<file path="src/rtl/dmem_access_pkg.sv">
// dmem_access_pkg: shared encodings for the MEM-stage data-bus master.
//    memread codes (LD_*), memwrite codes (ST_*), bus size codes (SZ_*),
//    and the access FSM state type.
package dmem_access_pkg;
   localparam logic [2:0] LD_W    = 3'b000;
   localparam logic [2:0] LD_H    = 3'b001;
   localparam logic [2:0] LD_HU   = 3'b101;
   localparam logic [2:0] LD_NONE = 3'b111;
   localparam logic [1:0] ST_NONE = 2'b00;
   localparam logic [1:0] ST_W    = 2'b01;
   localparam logic [1:0] ST_H    = 2'b10;
   localparam logic [1:0] SZ_B    = 2'd0;
   localparam logic [1:0] SZ_H    = 2'd1;
   localparam logic [1:0] SZ_W    = 2'd2;
   typedef enum logic [1:0] {S_IDLE, S_WAIT, S_DONE, S_DRAIN} state_e;
endpackage

</file>
<file path="src/rtl/dmem_access_store_align.sv">
// dmem_access_store_align: decodes the access kind and size, checks alignment,
//    and builds the byte strobes and replicated store data.
//    in : memread_i, memwrite_i, addr_lo_i (addr[1:0]), wdata_i
//    out: is_load_o, is_store_o, misaligned_o, size_o, wstrb_o, wdata_o
module dmem_access_store_align
   import dmem_access_pkg::*;
(
   input  logic [2:0]  memread_i,
   input  logic [1:0]  memwrite_i,
   input  logic [1:0]  addr_lo_i,
   input  logic [31:0] wdata_i,
   output logic        is_load_o,
   output logic        is_store_o,
   output logic        misaligned_o,
   output logic [1:0]  size_o,
   output logic [3:0]  wstrb_o,
   output logic [31:0] wdata_o
);
   always_comb begin
      is_load_o    = memread_i != LD_NONE;
      is_store_o   = memwrite_i != ST_NONE;
      size_o       = is_store_o ? (memwrite_i == ST_W ? SZ_W : memwrite_i == ST_H ? SZ_H : SZ_B)
                                : (memread_i == LD_W ? SZ_W : memread_i inside {LD_H, LD_HU} ? SZ_H : SZ_B);
      misaligned_o = size_o == SZ_W ? |addr_lo_i : (size_o == SZ_H) & addr_lo_i[0];
      wstrb_o      = !is_store_o ? 4'b0000 : size_o == SZ_W ? 4'b1111
                   : size_o == SZ_H ? 4'b0011 << addr_lo_i : 4'b0001 << addr_lo_i;
      wdata_o      = size_o == SZ_B ? {4{wdata_i[7:0]}} : size_o == SZ_H ? {2{wdata_i[15:0]}} : wdata_i;
   end
endmodule

</file>
<file path="src/rtl/dmem_access.sv">
// dmem_access: MEM-stage data-bus master driving an SRAM-like req/addr_ok/data_ok bus.
//    Pipeline side: mem_valid, memread, memwrite, addr, wdata, flush, stall_in in;
//                   stall_out, rdata_out (raw word), exp_adel, exp_ades, badvaddr out.
//    Bus side     : data_req, data_wr, data_size, data_addr, data_wstrb, data_wdata out;
//                   data_addr_ok, data_data_ok, data_rdata in.
//    Optional macro DMEM_ADDR_MAP_EN: fold kseg0/kseg1 onto physical address 0.
module dmem_access
   import dmem_access_pkg::*;
#(
   parameter int AW = 32,
   parameter int DW = 32
) (
   input  logic          clk,
   input  logic          resetn,
   input  logic          mem_valid,
   input  logic [2:0]    memread,
   input  logic [1:0]    memwrite,
   input  logic [31:0]   addr,
   input  logic [31:0]   wdata,
   input  logic          flush,
   input  logic          stall_in,
   output logic          stall_out,
   output logic [31:0]   rdata_out,
   output logic          exp_adel,
   output logic          exp_ades,
   output logic [31:0]   badvaddr,
   output logic          data_req,
   output logic          data_wr,
   output logic [1:0]    data_size,
   output logic [AW-1:0] data_addr,
   output logic [3:0]    data_wstrb,
   output logic [DW-1:0] data_wdata,
   input  logic          data_addr_ok,
   input  logic          data_data_ok,
   input  logic [DW-1:0] data_rdata
);
   logic          is_load, is_store, misaligned, go;
   logic [31:0]   vaddr, paddr;
   logic [DW-1:0] rdata_q, rdata_d;
   state_e        state_q, state_d;

   dmem_access_store_align u_align (
      .memread_i   (memread),
      .memwrite_i  (memwrite),
      .addr_lo_i   (addr[1:0]),
      .wdata_i     (wdata),
      .is_load_o   (is_load),
      .is_store_o  (is_store),
      .misaligned_o(misaligned),
      .size_o      (data_size),
      .wstrb_o     (data_wstrb),
      .wdata_o     (data_wdata)
   );

   assign go        = mem_valid & (is_load | is_store) & ~misaligned;
   assign exp_adel  = mem_valid & is_load & misaligned;
   assign exp_ades  = mem_valid & is_store & misaligned;
   assign badvaddr  = addr;
   assign data_req  = (state_q == S_IDLE) & go;
   assign data_wr   = is_store;
   // DRAIN keeps the stage held so a new access cannot issue before the stale data_ok is absorbed
   assign stall_out = mem_valid & ((go & state_q != S_DONE) | state_q == S_DRAIN);
   assign rdata_out = rdata_q;
   assign vaddr     = data_size == SZ_W ? {addr[31:2], 2'b00} : addr;
`ifdef DMEM_ADDR_MAP_EN
   assign paddr     = vaddr[31:30] == 2'b10 ? {3'b000, vaddr[28:0]} : vaddr;
`else
   assign paddr     = vaddr;
`endif
   assign data_addr = paddr[AW-1:0];

   always_comb begin
      state_d = state_q;
      rdata_d = rdata_q;
      case (state_q)
         S_IDLE:
            if (data_req & data_addr_ok) begin
               // a flushed access finishing in its own request cycle needs no draining
               state_d = data_data_ok ? (flush ? S_IDLE : S_DONE) : (flush ? S_DRAIN : S_WAIT);
               rdata_d = data_data_ok & ~flush ? data_rdata : rdata_q;
            end
         S_WAIT: begin
            state_d = data_data_ok ? (flush ? S_IDLE : S_DONE) : (flush ? S_DRAIN : S_WAIT);
            rdata_d = data_data_ok & ~flush ? data_rdata : rdata_q;
         end
         S_DONE:  state_d = flush | ~stall_in ? S_IDLE : S_DONE;
         S_DRAIN: state_d = data_data_ok ? S_IDLE : S_DRAIN;
         default: state_d = S_IDLE;
      endcase
   end

   always_ff @(posedge clk or negedge resetn) begin
      if (!resetn) begin
         state_q <= S_IDLE;
         rdata_q <= '0;
      end else begin
         state_q <= state_d;
         rdata_q <= rdata_d;
      end
   end
endmodule

</file>
<file path="config.mk">
export PLATFORM = sky130hd
export DESIGN_NAME = dmem_access
export DESIGN_NICKNAME = d
export VERILOG_FILES = /design/src/rtl/dmem_access_pkg.sv /design/src/rtl/dmem_access_store_align.sv /design/src/rtl/dmem_access.sv
export SDC_FILE = /design/constraint.sdc
export NUM_CORES = 1
export LEC_CHECK = 0
export ABC_AREA = 1
export BUFFER_PORTS_ARGS = -buffer_cell sky130_fd_sc_hd__buf_4
export CELL_PAD_IN_SITES_DETAIL_PLACEMENT = 0
export CELL_PAD_IN_SITES_GLOBAL_PLACEMENT = 1
export CORE_AREA = 2 2 105 107
export DETAILED_ROUTE_END_ITERATION = 8
export DIE_AREA = 0 0 107 109
export GPL_ROUTABILITY_DRIVEN = 1
export GPL_TIMING_DRIVEN = 0
export PLACE_DENSITY = 0.84
export REMOVE_ABC_BUFFERS = 1
export SYNTH_ARGS = -nofsm -noshare
export SYNTH_HDL_FRONTEND = slang
export SYNTH_SLANG_ARGS = --single-unit
</file>
<file path="constraint.sdc">
create_clock -name clk -period 2.7 [get_ports clk]
set_clock_uncertainty 0.05 [all_clocks]
set_input_delay 0.135 -clock clk [delete_from_list [all_inputs] [get_ports clk]]
set_output_delay 0.135 -clock clk [all_outputs]
set_load 0.02 [all_outputs]
</file>
==> out/qor.txt, run 1 <==
outcome - completed
first-pass GRT wire length - 13500 um
root buffer cell - clkbuf_8
Max-Cap Viols - 0
die height - 109 um
I/O pin total - 247
Final Hold Fails - 0
Layout Area Growth over Synthesis - 33.8%
cell taking the most area after synthesis - dfrtp_1
Port Buf Inserts - 156
grt ovf - 0
Slew @ Worst Pin - 0.864 ns
CTS H-Tree Depth - 2
global placer's final weighted congestion - 0.697
Yosys cell types - 23
Final TNS setup - 0 ns
Synth Area in Compound Gates - 0.0495
TritonCTS clock tree - done
Sink Count - 34
Final Max Slew Viols - 0
critical path data arrival time - 1.87 ns
vias in the first global route - 2350
fraction of synthesized area in multiplexers - 0
ys flop type - dfrtp_1
top post-synthesis cells by area - dfrtp_1, buf_4, nand2_1
number of DRC markers in iteration 0 - 173
core area - 10600 um^2
Synth Area in Adders - 0.00510
Yosys top cell area share - 0.347
RSZ-0062 raised after global routing - no
Post-Synthesis Cells - 337
crit path launch type - primary input
reg2reg end - rdata_out[8]
via count - 2477
DR vias/cell - 4.43
die area - 11700 um^2
VDD IR-drop max - 408 uV
reg-to-reg setup timing slack - 0.75 ns
fin worst setup slack - 0.641 ns
largest net degree at the start of global routing - 35
Lkg Pwr - 1.86 nW
share of cells above drive strength 1 - 0.422
Cell Count Post-Placement - 550
synthesized area - 2450 um^2
most frequent cells after synthesis - nand2_1, buf_4, nand3_1, dfrtp_1, inv_1
Inserted Diodes - 0
Synth Warn # - 0
drc violations - 0
dpl ws - 0.650 ns
EDFF count, synth - 0
Worst R2R Start - state_q[1]
gr usage total - 0.155
post-CTS setup buffer count - 0
number of nets in the layout - 527
FFs w/ async S/R, synth - 1.00
Hold Crit Depth - 3
Clk Latency, worst-skew pair - 0.28 ns
DRT Pass-1 Iters - 4
drt total wl - 9490 um
CTS clk-pin slew, worst paths - 0.08 ns
Worst Path Max Fanout - 21
CTS buffer count - 5
HP Class - primary input to flop
Final setup viols - 0
number of buffers on the longest clock path - 2
Synth Area in XOR/XNOR - 0
syn_area_per_cell - 7.28 um^2
Routed WL per cell - 17.0 um
CP Launch Point - memread[0]
Fin Hold WS - 0.0229 ns
main combinational cell family by area after synthesis - simple AND/OR/NAND/NOR gates
cell with the most instances after synthesis - nand2_1
Final ANT Viol Nets - 0
Initial Util - 0.231
Crit Path Category - primary input to output pin
Fmax - 0.486 GHz
critical path data required time - 2.52 ns
Final Non-Filler Cells - 559
Power per Cell Area - 831 nW/um^2
Worst slew margin - 0.422
Std-Cell Rows - 38
Hold Path Origin - data_rdata[7]
Die X - 107 um
reg2reg path depth - 4
final worst-path cycle share - 0.762
post-synthesis sequential area ratio - 0.347
detailed placement HPWL - 7370 um
Tmin final - 2.06 ns
Seq cells post-synth - 34
Synth Area in Simple Gates - 0.312
CP endpoint kind - output pin
Hold Path End - rdata_out[7]
filler cell count in the final layout - 1162
Tot Pwr - 2.73 mW
antenna violations before repair - 0
-- worst max-delay path, cell delays in order --
cell,delay [ns]
buf_4,0.12
nor2_1,0.09
nand2_1,0.05
nand2_1,0.07
nand2_1,0.25
inv_1,0.57
nor2_1,0.18
nor3_1,0.22
buf_4,0.18
-- layout make-up --
class / count / area, um^2 / share of cell area
clock inverters: 2 / 12.5 / 0.00381
repair buffers: 157 / 1180 / 0.360
well taps: 140 / 175 / 0.0534
inverters: 20 / 75.1 / 0.0229
clock buffers: 6 / 82.6 / 0.0252
flip-flops and latches: 34 / 851 / 0.259
multi-input cells: 200 / 903 / 0.275
-- per-layer routing --
metal | wire length [um] | GRT usage | vias to the layer above
li1 | - | - | 1147
met1 | 3560 | 0.162 | 1112
met2 | 4090 | 0.238 | 206
met3 | 1690 | 0.124 | 10
met4 | 91 | 0.0288 | 2
met5 | 57 | 0.0848 | -
-- power breakdown --
| group | total [mW] | internal [mW] | switching (mW) |
|---|---|---|---|
| Clock | 0.403 | 0.205 | 0.198 |
| Sequential | 0.890 | 0.744 | 0.146 |
| Combinational | 1.43 | 0.580 | 0.853 |
| Total | 2.73 | 1.53 | 1.20 |
-- flip-flops by register name, indices dropped and copies added (netlist names) --
| signal | cells |
|---|---|
| state_q | 2 |
| rdata_out | 32 |
-- logic make-up after synthesis --
family	after synthesis
DFF	34
AOI/OAI and AO/OA	19
buffers and inverters	103
and+or+nand+nor	180
adders and majority gates	1
-- cells in the final DEF (no fill, tap or decap), types with 4 or more instances in the layout --
cell	synthesis	final
buf_4	74	156
clkbuf_8	0	6
dfrtp_1	34	34
inv_1	17	17
nand2_1	121	121
nand2_2	4	4
nand3_1	36	36
nor2_1	10	10
nor3_1	4	4
o211ai_1	6	6
o21ai_1	6	6
-- worst max-delay path by stage --
stage	end
CTS	data_wstrb[1]
detailed placement	data_wstrb[1]
global placement	rdata_out[20]
floorplan	data_wstrb[1]
global route	data_wstrb[1]
finish	data_wstrb[1]
-- per-stage QoR --
stage                util  cell area [um^2]
finish              0.309              3280
global route        0.309              3280
CTS                 0.309              3280
detailed placement  0.300              3180
global placement    0.299              3170
floorplan               -              1820
-- what timing repair did --
item                                    CTS  global route
hold endpoints to repair                 34             0
gates resized for setup                   0             0
endpoints found under the setup margin    0             0
hold buffers                              1             0
Note: power is estimated with default switching activity, not from simulation.
==> run 2: changes to the inputs <==
--- a/config.mk
+++ b/config.mk
@@ -5,7 +5,7 @@
 export SDC_FILE = /design/constraint.sdc
 export NUM_CORES = 1
 export LEC_CHECK = 0
-export ABC_AREA = 1
+export ABC_AREA = 0
 export BUFFER_PORTS_ARGS = -buffer_cell sky130_fd_sc_hd__buf_4
 export CELL_PAD_IN_SITES_DETAIL_PLACEMENT = 0
 export CELL_PAD_IN_SITES_GLOBAL_PLACEMENT = 1
@@ -14,7 +14,7 @@
 export DIE_AREA = 0 0 107 109
 export GPL_ROUTABILITY_DRIVEN = 1
 export GPL_TIMING_DRIVEN = 0
-export PLACE_DENSITY = 0.84
+export PLACE_DENSITY = 0.81
 export REMOVE_ABC_BUFFERS = 1
 export SYNTH_ARGS = -nofsm -noshare
 export SYNTH_HDL_FRONTEND = slang
==> constraint.sdc (replaced) <==
create_clock -name clk -period 2.15 [get_ports clk]
set_clock_uncertainty 0.05 [all_clocks]
set_input_delay 0.1075 -clock clk [delete_from_list [all_inputs] [get_ports clk]]
set_output_delay 0.1075 -clock clk [all_outputs]
set_load 0.02 [all_outputs]
==> run 2 against run 1 <==
  * Critical path depth unchanged
  * Total power increased by 19%
  * Clock power up 47%
  * Routed wire length decreased by 3.4%
  * Flip-flop and latch count is the same
  * Global-route usage shrank 0.91 points
  * Hold slack got worse by 0.0087 ns
  * Non-clock buffer count is 37 higher
  * Critical path type unchanged
  * Largest cell class unchanged
  * Highest routed layer is now met4
==> out/qor.txt, run 2 <==
FFs w/ async S/R, synth - 1.00 (unchanged)
Max-Cap Viols - 0 (unchanged)
Final Max Slew Viols - 0 (unchanged)
CTS clk-pin slew, worst paths - 0.06 ns (was 0.08 ns)
switch share - 0.346 (was 0.439)
antenna violations before repair - 0 (unchanged)
Tmin final - 1.92 ns
Clk pwr share - 0.183 (was 0.148)
most frequent cells after synthesis - buf_4, nand2_1, dfrtp_1, mux2_4, inv_1 (was nand2_1, buf_4, nand3_1, dfrtp_1, inv_1)
fin worst setup slack - 0.231 ns (was 0.641 ns)
Fin Hold WS - 0.0141 ns (was 0.0229 ns)
Worst slew margin - 0.693 (was 0.422)
critical path data required time - 1.99 ns (was 2.52 ns)
Yosys top cell area share - 0.332 (was 0.347)
core area - 10600 um^2 (unchanged)
top post-synthesis cells by area - dfrtp_1, buf_4, mux2_4 (was dfrtp_1, buf_4, nand2_1)
number of nets in the layout - 490 (was 527)
share of cells above drive strength 1 - 0.567 (was 0.422)
Cell Count Post-Placement - 477 (was 550)
HP Class - primary input to flop (unchanged)
die height - 109 um (unchanged)
detailed placement HPWL - 7010 um (was 7370 um)
global placer's final weighted congestion - 0.693 (was 0.697)
Clk Latency, worst-skew pair - 0.27 ns (was 0.28 ns)
design area - 3790 um^2 (was 3280 um^2)
most frequent cells in the layout - buf_4, nand2_1, dfrtp_1 (was buf_4, nand2_1, nand3_1)
P_sw - 1.12 mW (was 1.20 mW)
first-pass GRT wire length - 12600 um (was 13500 um)
Slew @ Worst Pin - 0.460 ns (was 0.864 ns)
number of DRC markers in iteration 0 - 89 (was 173)
critical path data arrival time - 1.76 ns (was 1.87 ns)
Synth Warn # - 0 (unchanged)
Worst Path Max Fanout - 19 (was 21)
Std-Cell Rows - 38 (unchanged)
CP endpoint kind - output pin (unchanged)
via count - 2245 (was 2477)
outcome - completed (unchanged)
cell taking the most area after synthesis - dfrtp_1 (unchanged)
CTS buffer count - 5 (unchanged)
Post-Synthesis Cells - 258 (was 337)
crit path launch type - primary input (unchanged)
DR vias/cell - 4.31 (was 4.43)
largest net degree at the start of global routing - 35 (unchanged)
Final setup viols - 0 (unchanged)
Seq cells post-synth - 34 (unchanged)
root buffer cell - clkbuf_8 (unchanged)
EDFF count, synth - 0 (unchanged)
Routed WL per cell - 17.6 um (was 17.0 um)
Yosys cell types - 40 (was 23)
Crit Path Category - primary input to output pin (unchanged)
Initial Util - 0.242 (was 0.231)
Final TNS setup - 0 ns (unchanged)
DRT Pass-1 Iters - 4 (unchanged)
Inserted Diodes - 0 (unchanged)
Die X - 107 um (unchanged)
dpl ws - -0.174 ns (was 0.650 ns)
TritonCTS clock tree - done (unchanged)
Hold Path Origin - data_rdata[17] (was data_rdata[7])
Final Non-Filler Cells - 521 (was 559)
Worst R2R Start - state_q[1] (unchanged)
final worst-path cycle share - 0.892
number of buffers on the longest clock path - 2 (unchanged)
cell with the most instances after synthesis - buf_4 (was nand2_1)
Tot Pwr - 3.25 mW (was 2.73 mW)
synthesized area - 2560 um^2 (was 2450 um^2)
RSZ-0062 raised after global routing - no (unchanged)
Final ANT Viol Nets - 0 (unchanged)
Lkg Pwr - 2.02 nW (was 1.86 nW)
vias in the first global route - 2167 (was 2350)
drc violations - 0 (unchanged)
final core area utilization - 0.358 (was 0.309)
Sink Count - 34 (unchanged)
Layout Area Growth over Synthesis - 48.1% (was 33.8%)
gr usage total - 0.146 (was 0.155)
Final Hold Fails - 0 (unchanged)
syn_area_per_cell - 9.93 um^2 (was 7.28 um^2)
max FFs per register - 32 (unchanged)
Comb power frac - 0.497 (was 0.526)
VDD IR-drop max - 555 uV (was 408 uV)
area post-placement - 3310 um^2 (was 3180 um^2)
ys flop type - dfrtp_1 (unchanged)
grt ovf - 0 (unchanged)
die area - 11700 um^2 (unchanged)
internal power - 2.12 mW (was 1.53 mW)
post-synthesis sequential area ratio - 0.332 (was 0.347)
Fmax - 0.521 GHz
Power per Cell Area - 856 nW/um^2 (was 831 nW/um^2)
share of power burned in registers - 0.320 (was 0.326)
drt total wl - 9170 um (was 9490 um)
Port Buf Inserts - 156 (unchanged)
most common cell after layout, fill and taps aside - buf_4 (unchanged)
CP Launch Point - memread[1] (was memread[0])
CTS H-Tree Depth - 2 (unchanged)
I/O pin total - 247 (unchanged)
## run 2: what timing repair did
action	CTS	global route
setup buffers	0	8
endpoints found under the hold margin	62	0
resized for setup	1	0
hold buffers	29	0
cloned	0	0
endpoints found under the setup margin	11	28
pin swaps	0	1
## run 2: final cells by class
cell class	instances	area, um^2
Fill cell	1018	6810
Timing Repair Buffer	194	1550
Sequential cell	34	851
Clock inverter	1	30.0
Clock buffer	6	82.6
Tap cell	140	175
Inverter	14	53.8
Multi-Input combinational cell	132	1050
## run 2: critical path: stages
cell,delay [ns]
buf_4,0.13
or3_4,0.39
a21o_2,0.31
clkinv_2,0.25
nor2_4,0.07
buf_12,0.15
nand2_1,0.09
o21ai_0,0.09
buf_4,0.17
## run 2: final timing paths
check | end | slack, ns | cells past startpoint
max in group asynchronous | rdata_out[29] | 1.47 | 2
hold / removal | rdata_out[17] | 0.01 | 2
setup / recovery | data_wdata[12] | 0.23 | 9
min in group asynchronous | rdata_out[8] | 0.26 | 2
setup reg to reg | rdata_out[13] | 0.36 | 5
hold reg to reg | rdata_out[8] | 0.47 | 1
## run 2: cell families (layout without fill, tap and decap cells)
logic type | Yosys count | count (layout) | synth area share
multiplexers | 33 | 33 | 0.189
adder cells (fa/ha/maj) | 1 | 1 | 0.00488
AND/OR/NAND/NOR | 65 | 65 | 0.125
flip-flops | 34 | 34 | 0.332
AO/OA/AOI/OAI | 33 | 33 | 0.0879
buffers and inverters | 92 | 215 | 0.261
## run 2: power groups by stage
stage	Clock, mW	Combinational [mW]	Sequential, mW
2_1_floorplan	0	0.547	1.31
3_3_place_gp	0	1.55	1.03
4_1_cts	0.619	1.61	1.04
3_5_place_dp	0	1.57	1.03
6_report	0.594	1.62	1.04
5_1_grt	0.642	1.71	1.07
## run 2: routing by layer
layer | GRT usage | part of all wire | up-vias
li1 | - | - | 1030
met1 | 0.171 | 0.38 | 1025
met2 | 0.206 | 0.43 | 185
met3 | 0.114 | 0.18 | 5
met5 | 0.0402 | 0 | -
met4 | 0.0288 | 0.0044 | 0
==> run 3: changes to the inputs <==
--- a/config.mk
+++ b/config.mk
@@ -9,12 +9,12 @@
 export BUFFER_PORTS_ARGS = -buffer_cell sky130_fd_sc_hd__buf_4
 export CELL_PAD_IN_SITES_DETAIL_PLACEMENT = 0
 export CELL_PAD_IN_SITES_GLOBAL_PLACEMENT = 1
-export CORE_AREA = 2 2 105 107
+export CORE_AREA = 2 2 124 90
 export DETAILED_ROUTE_END_ITERATION = 8
-export DIE_AREA = 0 0 107 109
+export DIE_AREA = 0 0 126 92
 export GPL_ROUTABILITY_DRIVEN = 1
 export GPL_TIMING_DRIVEN = 0
-export PLACE_DENSITY = 0.81
+export PLACE_DENSITY = 0.82
 export REMOVE_ABC_BUFFERS = 1
 export SYNTH_ARGS = -nofsm -noshare
 export SYNTH_HDL_FRONTEND = slang
==> run 3 against run 2 <==
  * Non-clock buffer count down 33
  * Routed wire length up 8.9%
  * Critical path depth is 2 lower
  * Design area is 7.9% lower
  * Via count decreased by 3.9%
  * First-iteration DRC count decreased by 21%
  * Flip-flop and latch count is the same
  * Core utilization is 2.7 points lower
  * Hold slack got worse by 0.0023 ns
  * Clock-buffer cell count rose by 1
  * Sequential power is essentially flat
==> out/qor.txt, run 3 (same netlist as run 2, synthesis figures left out) <==
antenna violations before repair - 0 (unchanged)
via count - 2157 (was 2245)
Final setup viols - 0 (unchanged)
Initial Util - 0.242 (about the same)
outcome - completed (unchanged)
cell mode on critical path - buf_4 (unchanged)
Final ANT Viol Nets - 0 (unchanged)
Final Max Slew Viols - 0 (unchanged)
drc violations - 0 (unchanged)
drt total wl - 9980 um (was 9170 um)
Tmin final - 2.02 ns (was 1.92 ns)
gr usage total - 0.162 (was 0.146)
number of nets in the layout - 457 (was 490)
CTS H-Tree Depth - 2 (unchanged)
Fin Hold WS - 0.0118 ns (was 0.0141 ns)
Worst slew margin - 0.634 (was 0.693)
critical path data required time - 2.25 ns (was 1.99 ns)
first-pass GRT wire length - 13700 um (was 12600 um)
number of DRC markers in iteration 0 - 70 (was 89)
Final TNS setup - 0 ns (unchanged)
crit path max-delay cell type - dlygate4sd3_1 (was or3_4)
FF+latch area - 851 um^2 (unchanged)
Tot Pwr - 3.28 mW (was 3.25 mW)
HP Class - primary input to flop (unchanged)
crit path launch type - primary input (unchanged)
Clk Latency, worst-skew pair - 0.27 ns (about the same)
Std-Cell Rows - 32 (was 38)
detailed placement HPWL - 8200 um (was 7010 um)
Power per Cell Area - 940 nW/um^2 (was 856 nW/um^2)
Inserted Diodes - 0 (unchanged)
Critical Path Max Stage Delay - 0.54 ns (was 0.39 ns)
grt ovf - 0 (unchanged)
reg-to-reg setup timing slack - 0.40 ns (was 0.36 ns)
die area - 11600 um^2 (was 11700 um^2)
Sink Count - 34 (unchanged)
global placer's final weighted congestion - 0.729 (was 0.693)
root buffer cell - clkbuf_16 (was clkbuf_8)
fin worst setup slack - 0.128 ns (was 0.231 ns)
CP Cell Sequence - dlygate4sd3_1 -> buf_4 -> ha_1 -> and3_2 -> a41oi_4 -> buf_4 -> mux2_4 (was buf_4 -> or3_4 -> a21o_2 -> clkinv_2 -> nor2_4 -> buf_12 -> nand2_1 -> o21ai_0 -> buf_4)
CP endpoint kind - flop (was output pin)
filler cell count in the final layout - 1122 (was 1018)
final worst-path cycle share - 0.941 (was 0.892)
CTS clk-pin slew, worst paths - 0.05 ns (was 0.06 ns)
share of cells above drive strength 1 - 0.598 (was 0.567)
DR vias/cell - 4.46 (was 4.31)
core area - 10600 um^2 (about the same)
delay-heaviest family, CP - buffers and inverters (unchanged)
Final Hold Fails - 0 (unchanged)
most frequent cells in the layout - buf_4, nand2_1, dfrtp_1 (unchanged)
largest net degree at the start of global routing - 35 (unchanged)
most common cell after layout, fill and taps aside - buf_4 (unchanged)
VDD IR-drop max - 390 uV (was 555 uV)
Fmax - 0.494 GHz (was 0.521 GHz)
Die X - 126 um (was 107 um)
Crit path buffers/inverters - 3 (was 4)
critical path data arrival time - 2.13 ns (was 1.76 ns)
TritonCTS clock tree - done (unchanged)
Worst Path Max Fanout - 13 (was 19)
Multi-input gate area - 1050 um^2 (unchanged)
Layout Area Growth over Synthesis - 36.3% (was 48.1%)
RSZ-0062 raised after global routing - no (unchanged)
Crit Path Category - primary input to flop (was primary input to output pin)
vias in the first global route - 2212 (was 2167)
Slew @ Worst Pin - 0.549 ns (was 0.460 ns)
DRT Pass-1 Iters - 4 (unchanged)
Max-Cap Viols - 0 (unchanged)
I/O pin total - 247 (unchanged)
Port Buf Inserts - 156 (unchanged)
die height - 92 um (was 109 um)
Routed WL per cell - 20.6 um (was 17.6 um)
max FFs per register - 32 (unchanged)
Lkg Pwr - 1.89 nW (was 2.02 nW)
CTS buffer count - 5 (unchanged)
number of buffers on the longest clock path - 2 (unchanged)
dpl ws - -0.244 ns (was -0.174 ns)
-- run 3: changes by cell type in the layout (fill, tap and decap cells not counted) --
cell	change
buf_4	-6
bufinv_16	-1
clkbuf_1	+2
clkbuf_16	+5
clkbuf_8	-6
dlygate4sd3_1	-27
-- run 3: per-stage QoR --
step	utilization	area [um^2]	cells
after floorplan	-	1950	180
after CTS	0.328	3470	483
after global placement	0.311	3290	472
after detailed placement	0.313	3310	473
after global routing	0.330	3490	484
final	0.330	3490	484
-- run 3: layout make-up --
cell class              count  share of cell area
flip-flops and latches     34               0.244
multi-input cells         132               0.300
repair buffers            161               0.355
clock buffers               7              0.0380
well taps                 136              0.0487
inverters                  14              0.0154
-- run 3: routing by layer --
layer,routed length [um],vias up,GRT usage
met5,69,-,0.0633
met4,71,2,0.0211
met3,1430,6,0.123
met2,4480,135,0.234
met1,3940,1048,0.192
li1,-,966,-
-- run 3: path summary, 6_finish.rpt --
path,start,depth (start not counted),to
worst max-delay path,data_data_ok,7,rdata_out[8]
worst min-delay path,data_rdata[28],2,rdata_out[28]
max in group asynchronous,resetn,2,rdata_out[6]
min in group asynchronous,resetn,2,rdata_out[16]
worst max register to register,state_q[1],5,rdata_out[8]
worst min register to register,rdata_out[15],1,rdata_out[15]
-- run 3: repair_timing --
| action | 4_1_cts | 5_1_grt |
|---|---|---|
| endpoints found under the hold margin | 35 | 0 |
| resized for setup | 1 | 0 |
| hold buffers | 2 | 0 |
| setup endpoints to repair | 18 | 5 |
| setup buffers | 1 | 1 |
| pin swaps | 0 | 1 |
-- run 3: power by group --
part | switching (mW) | total (mW) | internal [mW]
Combinational | 0.753 | 1.59 | 0.833
Clock | 0.245 | 0.668 | 0.423
Sequential | 0.147 | 1.03 | 0.883
